<file path="config.mk">
export PLATFORM = sky130hd
export DESIGN_NAME = div_unit
export DESIGN_NICKNAME = d
export VERILOG_FILES = /design/src/rtl/div_pkg.sv /design/src/rtl/div_step.sv /design/src/rtl/div_unit.sv
export SDC_FILE = /design/constraint.sdc
export NUM_CORES = 1
export LEC_CHECK = 0
export ABC_AREA = 1
export ABC_CLOCK_PERIOD_IN_PS = 2200
export CAP_MARGIN = 40
export CORE_MARGIN = 2
export CORE_UTILIZATION = 49
export CTS_BUF_LIST = sky130_fd_sc_hd__clkbuf_8
export CTS_CLUSTER_DIAMETER = 100
export DETAILED_ROUTE_END_ITERATION = 8
export PLACE_DENSITY = 0.75
export RECOVER_POWER = 50
export SLEW_MARGIN = 25
export SYNTH_ARGS = -nofsm -noshare
export SYNTH_HDL_FRONTEND = slang
export SYNTH_SLANG_ARGS = --single-unit
export TNS_END_PERCENT = 20
</file>
<file path="constraint.sdc">
create_clock -name clk -period 2.2 [get_ports clk]
set_input_delay 0.55 -clock clk [delete_from_list [all_inputs] [get_ports clk]]
set_output_delay 0.55 -clock clk [all_outputs]
set_load 0.02 [all_outputs]
</file>
<file path="src/rtl/div_pkg.sv">
// Shared encodings and constants for the iterative integer divider.
package div_pkg;

  typedef enum logic [1:0] {
    OP_DIV  = 2'b00,
    OP_DIVU = 2'b01,
    OP_REM  = 2'b10,
    OP_REMU = 2'b11
  } div_op_e;

  typedef enum logic [1:0] {
    S_IDLE = 2'b00,
    S_RUN  = 2'b01,
    S_DONE = 2'b10
  } div_state_e;

  localparam logic [31:0] ALL_ONES  = 32'hFFFF_FFFF;
  localparam logic [31:0] INT_MIN   = 32'h8000_0000;
  localparam logic [5:0]  LAST_ITER = 6'd31;

  // Two's-complement negate when requested; used both for magnitudes and sign fix-up.
  function automatic logic [31:0] cond_neg(input logic [31:0] v, input logic neg);
    logic signed [31:0] sv;
    sv = $signed(v);
    return neg ? $unsigned(-sv) : v;
  endfunction

endpackage

</file>
<file path="src/rtl/div_step.sv">
// One restoring-division iteration: shift in the next dividend bit, trial subtract,
// keep the difference when it does not underflow and shift in the quotient bit.
module div_step #(
  parameter int XLEN = 32
) (
  input  logic [XLEN-1:0] rem_i,
  input  logic [XLEN-1:0] quot_i,
  input  logic [XLEN-1:0] divisor_i,
  output logic [XLEN-1:0] rem_o,
  output logic [XLEN-1:0] quot_o
);

  logic [XLEN:0]   shifted;
  logic [XLEN-1:0] diff;
  logic            fits;

  // Trial subtraction; the partial remainder never exceeds XLEN bits after restore.
  always_comb begin
    shifted = {rem_i, quot_i[XLEN-1]};
    fits    = (shifted >= {1'b0, divisor_i});
    diff    = shifted[XLEN-1:0] - divisor_i;
    if (fits) begin
      rem_o  = diff;
      quot_o = {quot_i[XLEN-2:0], 1'b1};
    end else begin
      rem_o  = shifted[XLEN-1:0];
      quot_o = {quot_i[XLEN-2:0], 1'b0};
    end
  end

endmodule

</file>
<file path="src/rtl/div_unit.sv">
// Iterative 32-cycle DIV/DIVU/REM/REMU unit with a valid/ready result port.
module div_unit #(
  parameter int XLEN = 32
) (
  input  logic            clk,
  input  logic            reset,
  input  logic            in_start,
  input  logic [1:0]      in_op,
  input  logic [XLEN-1:0] in_dividend,
  input  logic [XLEN-1:0] in_divisor,
  input  logic [4:0]      in_rd_address,
  input  logic            in_flush,
  input  logic            in_result_ready,
  output logic            out_busy,
  output logic            out_result_valid,
  output logic [XLEN-1:0] out_result,
  output logic [4:0]      out_rd_address
);
  import div_pkg::*;

  div_state_e      state_q, state_d;
  div_op_e         op_q, op_d;
  logic [5:0]      cnt_q, cnt_d;
  logic [XLEN-1:0] rem_q, rem_d;
  logic [XLEN-1:0] quot_q, quot_d;
  logic [XLEN-1:0] dvs_q, dvs_d;
  logic            neg_quot_q, neg_quot_d;
  logic            neg_rem_q, neg_rem_d;
  logic [4:0]      tag_q, tag_d;
  logic            valid_q, valid_d;
  logic [XLEN-1:0] result_q, result_d;

  logic [XLEN-1:0] step_rem, step_quot;
  logic            is_signed, dvd_neg, dvs_neg, is_rem;

  div_step #(.XLEN(XLEN)) u_step (
    .rem_i     (rem_q),
    .quot_i    (quot_q),
    .divisor_i (dvs_q),
    .rem_o     (step_rem),
    .quot_o    (step_quot)
  );

  // Next-state logic: capture in IDLE, iterate in RUN, sign fix-up and handshake in DONE.
  always_comb begin
    state_d    = state_q;
    op_d       = op_q;
    cnt_d      = cnt_q;
    rem_d      = rem_q;
    quot_d     = quot_q;
    dvs_d      = dvs_q;
    neg_quot_d = neg_quot_q;
    neg_rem_d  = neg_rem_q;
    tag_d      = tag_q;
    valid_d    = valid_q;
    result_d   = result_q;

    is_signed  = (in_op == OP_DIV) || (in_op == OP_REM);
    dvd_neg    = is_signed && in_dividend[XLEN-1];
    dvs_neg    = is_signed && in_divisor[XLEN-1];
    is_rem     = (op_q == OP_REM) || (op_q == OP_REMU);

    case (state_q)
      S_IDLE: begin
        if (in_start) begin
          op_d    = div_op_e'(in_op);
          tag_d   = in_rd_address;
          cnt_d   = 6'd0;
          valid_d = 1'b0;
          if (in_divisor == '0) begin
            // Divide by zero: architectural results, no iteration.
            quot_d     = ALL_ONES;
            rem_d      = in_dividend;
            dvs_d      = '0;
            neg_quot_d = 1'b0;
            neg_rem_d  = 1'b0;
            state_d    = S_DONE;
          end else if (is_signed && in_dividend == INT_MIN && in_divisor == ALL_ONES) begin
            // Signed overflow: quotient wraps to INT_MIN, remainder is zero.
            quot_d     = INT_MIN;
            rem_d      = '0;
            dvs_d      = '0;
            neg_quot_d = 1'b0;
            neg_rem_d  = 1'b0;
            state_d    = S_DONE;
          end else begin
            quot_d     = cond_neg(in_dividend, dvd_neg);
            rem_d      = '0;
            dvs_d      = cond_neg(in_divisor, dvs_neg);
            neg_quot_d = dvd_neg ^ dvs_neg;
            neg_rem_d  = dvd_neg;
            state_d    = S_RUN;
          end
        end
      end
      S_RUN: begin
        rem_d  = step_rem;
        quot_d = step_quot;
        cnt_d  = cnt_q + 6'd1;
        if (cnt_q == LAST_ITER) begin
          state_d = S_DONE;
        end
      end
      S_DONE: begin
        if (!valid_q) begin
          if (tag_q == 5'd0) begin
            // Writes to x0 are dropped: no valid, straight back to IDLE.
            state_d = S_IDLE;
          end else begin
            valid_d  = 1'b1;
            result_d = is_rem ? cond_neg(rem_q, neg_rem_q) : cond_neg(quot_q, neg_quot_q);
          end
        end else if (in_result_ready) begin
          valid_d = 1'b0;
          state_d = S_IDLE;
        end
      end
      default: begin
        state_d = S_IDLE;
        valid_d = 1'b0;
      end
    endcase

    if (in_flush) begin
      state_d = S_IDLE;
      valid_d = 1'b0;
    end
  end

  // State registers with synchronous active-low reset.
  always_ff @(posedge clk) begin
    if (!reset) begin
      state_q    <= S_IDLE;
      op_q       <= OP_DIV;
      cnt_q      <= 6'd0;
      rem_q      <= '0;
      quot_q     <= '0;
      dvs_q      <= '0;
      neg_quot_q <= 1'b0;
      neg_rem_q  <= 1'b0;
      tag_q      <= 5'd0;
      valid_q    <= 1'b0;
      result_q   <= '0;
    end else begin
      state_q    <= state_d;
      op_q       <= op_d;
      cnt_q      <= cnt_d;
      rem_q      <= rem_d;
      quot_q     <= quot_d;
      dvs_q      <= dvs_d;
      neg_quot_q <= neg_quot_d;
      neg_rem_q  <= neg_rem_d;
      tag_q      <= tag_d;
      valid_q    <= valid_d;
      result_q   <= result_d;
    end
  end

  assign out_busy         = (state_q != S_IDLE);
  assign out_result_valid = valid_q;
  assign out_result       = result_q;
  assign out_rd_address   = tag_q;

endmodule

</file>
== Word-level counts from Yosys, hierarchy flattened ==
Index checks and enable logic that the tools add are counted.

* Bits in registers: 146
* Logic and storage cells: 88

* Add/subtract/negate cells: 6
* Order comparisons: 1
* Equality and inequality tests: 12
* Mux-type cells: 35
* Bitwise logic cells: 5
* Reduce and logical (&&, ||, !) cells: 18

{| class="wikitable"
|+ Operators with widths
! cell !! number
|-
| 32-bit 2-to-1 mux || 13
|-
| 32-bit negator || 4
|-
| 32-bit one-hot mux with 2 select lines || 2
|-
| 32-bit equality test (second input constant) || 2
|-
| 33-bit by 32-bit >= comparator with 1-bit output || 1
|-
| 32-bit zero test || 1
|-
| 32-bit subtractor || 1
|-
| 2-bit 2-to-1 mux || 7
|-
| 6-bit one-hot mux with 2 select lines || 1
|-
| 1-bit 2-to-1 mux || 9
|-
| 2-bit equality test (second input constant) || 4
|-
| 6-bit by 1-bit adder with 6-bit output (second input constant) || 1
|-
| 6-bit by 5-bit equality test with 1-bit output (second input constant) || 1
|-
| 6-bit 2-to-1 mux || 1
|-
| 3-bit != test (second input constant) || 2
|-
| 2-bit one-hot mux with 3 select lines || 1
|-
| 2-bit AND reduction || 3
|-
| 5-bit zero test || 1
|-
| 1-bit logical AND || 4
|-
| 2-bit zero test || 2
|-
| 2-bit != test (second input constant) || 2
|-
| 1-bit inverter || 4
|-
| 4-bit AND reduction || 1
|-
| 2-bit nonzero test || 2
|-
| other kinds (6) || 7
|}

== Longest topological paths before layout ==
* Depth after elaboration: 8
* Depth in mapped cells: 17
* Depth with buffers taken out: 16

== Cells and area by module ==
From an unflattened synthesis, not the netlist that was laid out.

* Cell total of the unflattened synthesis: 2333
* Area, all modules: 13414.1 sq um

{| class="wikitable"
|+ By module, submodules not included
! module !! times used !! cells an instance !! area each (sq um) !! sequential area each (sq um)
|-
| div_unit || 1 || 1651 || 9987.1 || 2902.8
|-
| div_step || 1 || 682 || 3427.0 || 0.0
|}

== Worst setup path after synthesis ==
Ideal clock, no wire load.

* Kind: input port to flip-flop
* Start: input port in_divisor[1]
* End: register rem_q[4]
* Arrival time: 1.891 ns
* Setup slack: 0.243 ns
* Stages on the path: 11
* Buffers on the path: 1
* Cells stage by stage: inv_1 ha_1 nand3_2 nor2_4 nand3_2 nor2_4 nand4_4 nand2_8 buf_8 o21ai_1 a21oi_2

* Word-level cells in the longest chain between the ends: 4

{| class="wikitable"
|+ Ends and longest elaborated chain
! what !! RTL line !! text
|-
| start, declared || div_unit.sv:10 || <nowiki>input logic [XLEN-1:0] in_divisor,</nowiki>
|-
| 32-bit zero test || div_unit.sv:70 || <nowiki>if (in_divisor == '0) begin</nowiki>
|-
| 32-bit 2-to-1 mux || div_unit.sv:70 ||
|-
| 32-bit 2-to-1 mux || div_unit.sv:65 || <nowiki>if (in_start) begin</nowiki>
|-
| 32-bit one-hot mux with 2 select lines || div_unit.sv:63 || <nowiki>case (state_q)</nowiki>
|-
| end signal, assigned || div_unit.sv:148 || <nowiki>rem_q <= rem_d;</nowiki>
|-
| end, declared || div_unit.sv:24 || <nowiki>logic [XLEN-1:0] rem_q, rem_d;</nowiki>
|}

Every way passes these cells. The select of a mux whose other input is x is not followed.
A chain may end at the register's enable or synchronous reset.

== Worst setup path in the final report ==
* Start: register dvs_q[30]
* End: register rem_q[29]

* Word-level cells in the longest chain between the ends: 3

{| class="wikitable"
|+ Ends and longest elaborated chain
! what !! RTL line !! text
|-
| start, declared || div_unit.sv:26 || <nowiki>logic [XLEN-1:0] dvs_q, dvs_d;</nowiki>
|-
| start signal, assigned || div_unit.sv:150 || <nowiki>dvs_q <= dvs_d;</nowiki>
|-
| 33-bit by 32-bit >= comparator with 1-bit output || div_step.sv:20 || <nowiki>fits = (shifted >= {1'b0, divisor_i});</nowiki>
|-
| 32-bit 2-to-1 mux || div_step.sv:22 || <nowiki>if (fits) begin</nowiki>
|-
| 32-bit one-hot mux with 2 select lines || div_unit.sv:63 ||
|}

Every way passes these cells.

==> flow_metrics.tcl <==
set metrics [dict create \
    run_status "finished with violations" \
    violations "negative setup slack" \
    number_of_buffers_on_the_longest_clock_path 2 \
    flip_flop_and_latch_count_after_synthesis 145 \
    numPlacedInstances 3050 \
    postSynth.asyncResetShare_pct 0 \
    cp.arrival_ps 2590 \
    ys_dominant_reg_cell "sky130_fd_sc_hd__dfxtp_1" \
    vdd_ir_drop_max_mv 0.498 \
    synth_edf_count 0 \
    grt_max_degree 53 \
    holdBufCountCts 0 \
    tritoncts "built" \
    worstPathMaxFanout 8 \
    critical_path.reg2reg.endpoint "rem_q[29]$_SDFFE_PN0P_" \
    global_route_wire_length_before_repair_mm 86.5 \
    grt_pass1_vias 16400 \
    drc_errors 0 \
    hp-start "dvs_q[27]$_SDFFE_PN0P_" \
    avgRoutedWirePerCell_um 18.1 \
    setup.worst_path.start_class "register" \
    finish.net_count 2862 \
    setup_ws_ps -37.5 \
    synth.yosys.seq_area_share_pct 21.9 \
    die_area_um2 28400 \
    total_leakage_power_nw 9.08 \
    num_cts_buffers 17 \
    drt_pre_antenna_iters 6 \
    timing.critical_path.to_type "register" \
    routed_wl_mm 56.2 \
    r2r_setup_slack_ps -40 \
    antenna_violating_nets_post_route 0 \
    rsz_0062_raised_after_global_routing "yes" \
    power_spent_charging_and_discharging_nets_mw 5.41 \
    routabilityCongestion 0.983 \
    finalNonFillerCells 3101 \
    switching_share_pct 44.8 \
    drt-initial-drc-count 2029 \
    grt_antenna_before_repair 0 \
    port_buffers 114 \
    post_dp_cell_area_um2 17400 \
    syn2layout_area_growth_pct 44.4 \
    relSlewSlack_pct 51.8 \
    timing.hold.worst.class "reg -> reg" \
    pwr-share-comb_pct 55.6 \
    fin_area_um2 19100 \
    setup_viol_count_final 2 \
    layout_commonest_cell "sky130_fd_sc_hd__nand2_1" \
    clock_insertion_delay_worst_skew_ps 480 \
    final_max_slew_viol_count 0 \
    synthesized_area_divided_by_synthesized_cell_count_um2 5.75 \
    worst_case_hold_path_end_point "dvs_q[27]$_SDFFE_PN0P_" \
    initial_util_pct 49.5 \
    syn_inst 2301 \
    dp_worst_setup_slack_ps -511 \
    clock_power_share_pct 18.9 \
    hpwl_mm 43.4 \
    io-pin-count 115 \
    fp.dieH_um 168 \
    drive_gt1_share_pct 26.0 \
    max_freq_mhz 447 \
    core_um2 26700 \
    maxCapViolations 0 \
    hold_path_depth 2 \
    clock_period_minus_worst_slack_ps 2240 \
    hold_violations 0 \
    power.share.sequential_pct 25.4 \
    gr-total-overflow 0 \
    worstReg2RegStart "dvs_q[30]$_SDFFE_PN0P_" \
    diodes 0 \
    final_cell_mix "513 x sky130_fd_sc_hd__nand2_1, 362 x sky130_fd_sc_hd__buf_4, 311 x sky130_fd_sc_hd__inv_1" \
    htree_num_levels 4 \
    via_count 17300 \
    root_buffer "sky130_fd_sc_hd__clkbuf_8" \
    timing.clock.skew_ps 30.9 \
    cp_data_required_time_ps 2560 \
    final_min_period_over_clock_period_pct 102 \
    dieWidth_um 168 \
    synth.cell_area_um2 13200 \
    cp-startpoint "dvs_q[30]$_SDFFE_PN0P_" \
    criticalPathCategory "reg -> reg" \
    number_of_warnings_printed_during_yosys_synthesis 0 \
    route.detailed.vias_per_inst 5.58 \
    gr-usage-all-layers_pct 38.8 \
    p_int_mw 6.68 \
    clk_pin_slew_worst_paths_ps 90 \
    worst_r2r_path_depth 14 \
    worst_pin_slew_ps 722 \
    rows 60 \
    power_per_cell_area_nw_per_um2 633 \
    postSynthNetCount 2416 \
    tritoncts_num_sinks 145 \
    yosysUniqueCellTypes 50 \
]
-- power by group through the flow --
stage          Sequential [mW]  Clock, mW  Combinational (mW)
3_3_place_gp              3.07          0                5.48
5_1_grt                   3.09       2.42                7.30
4_1_cts                   3.04       2.30                5.96
6_report                  3.07       2.29                6.73
3_5_place_dp              3.08          0                5.56
2_1_floorplan             3.04          0                3.17
-- cell usage after synthesis, types with 34 or more instances --
| master | number | share of area, % |
|---|---|---|
| sky130_fd_sc_hd__dfxtp_1 | 145 | 22 |
| sky130_fd_sc_hd__nor3_1 | 38 | 1.4 |
| sky130_fd_sc_hd__nand4_1 | 38 | 1.8 |
| sky130_fd_sc_hd__ha_1 | 38 | 3.6 |
| sky130_fd_sc_hd__nand2_1 | 561 | 16 |
| sky130_fd_sc_hd__clkbuf_1 | 51 | 1.4 |
| sky130_fd_sc_hd__xor2_1 | 34 | 2.2 |
| sky130_fd_sc_hd__o21ai_0 | 187 | 7.1 |
| sky130_fd_sc_hd__nor2_1 | 254 | 7.2 |
| sky130_fd_sc_hd__nand3_1 | 241 | 9.1 |
| sky130_fd_sc_hd__a21oi_1 | 132 | 5.0 |
| sky130_fd_sc_hd__inv_1 | 337 | 9.6 |
-- flip-flops by register name, indices dropped and copies added, names as in the netlist --
name and count:
rem_q 32, op_q 1, dvs_q 32, state_q 2, out_rd_address 5, out_result_valid 1, out_result 32, neg_quot_q 1
neg_rem_q 1, quot_q 32, cnt_q 6
-- per-stage QoR --
step           utilization (%)  power [mW]  hold WS [ps]  setup TNS [ps]
3_5_place_dp              65.0        8.63           460          -28420
4_1_cts                   68.8        11.3           453           -16.7
6_report                  71.5        12.1           472           -65.0
3_3_place_gp              65.0        8.55           456          -23530
2_1_floorplan                -        6.21           445               0
5_1_grt                   71.5        12.8           468           -1660
-- what timing repair did --
| action | 4_1_cts | 5_1_grt |
|---|---|---|
| endpoints found under the setup margin | 43 | 74 |
| pin swaps | 13 | 54 |
| buffers inserted | 4 | 10 |
| gates cloned | 3 | 3 |
| gates resized for setup | 86 | 189 |
-- worst max-delay path, stage by stage, from the launching register on --
cell and delay [ps]:
sky130_fd_sc_hd__dfxtp_2 350, sky130_fd_sc_hd__inv_2 60, sky130_fd_sc_hd__ha_4 290, sky130_fd_sc_hd__buf_6 110, sky130_fd_sc_hd__nand2_2 70, sky130_fd_sc_hd__nor3_4 210
sky130_fd_sc_hd__nand3b_1 150, sky130_fd_sc_hd__nor2_4 120, sky130_fd_sc_hd__nor2_4 50, sky130_fd_sc_hd__buf_12 140, sky130_fd_sc_hd__nand2_8 130, sky130_fd_sc_hd__buf_12 160
sky130_fd_sc_hd__nand3_2 120, sky130_fd_sc_hd__nand2_1 90, sky130_fd_sc_hd__a21oi_1 50
-- cell type report --
cell class              instances  area (µm²)
flip-flops and latches        145        2940
repair buffers                510        4350
fillers                      2345        7610
well taps                     341         427
inverters                     352        1330
multi-input cells            1721        9660
clock inverters                14         164
clock buffers                  18         248
-- layer usage --
metal	track usage, %	vias up	wire [µm]
met4	16.3	0	2350
met1	50.3	7853	23200
li1	-	8352	-
met2	62.8	951	25200
met3	7.85	146	5400
met5	0	-	0
-- how the worst max path moves through the flow --
| stage | endpoint | slack, ps |
|---|---|---|
| 3_3_place_gp | quot_q[31]$_SDFFE_PN0P_ | -440 |
| 2_1_floorplan | rem_q[4]$_SDFFE_PN0P_ | 240 |
| 4_1_cts | out_result[28]$_SDFFE_PN0P_ | -6 |
| 5_1_grt | quot_q[31]$_SDFFE_PN0P_ | -120 |
| 3_5_place_dp | quot_q[31]$_SDFFE_PN0P_ | -510 |
| 6_report | rem_q[29]$_SDFFE_PN0P_ | -40 |
-- cells by family after synthesis --
kind of cell,synth area share [%]
simple gates,39.2
compound gates,18.2
flops,21.9
xor+xnor,3.84
buf+inv,13.1
fa+ha+maj,3.74
No activity file was read; power rests on OpenSTA's default activity.
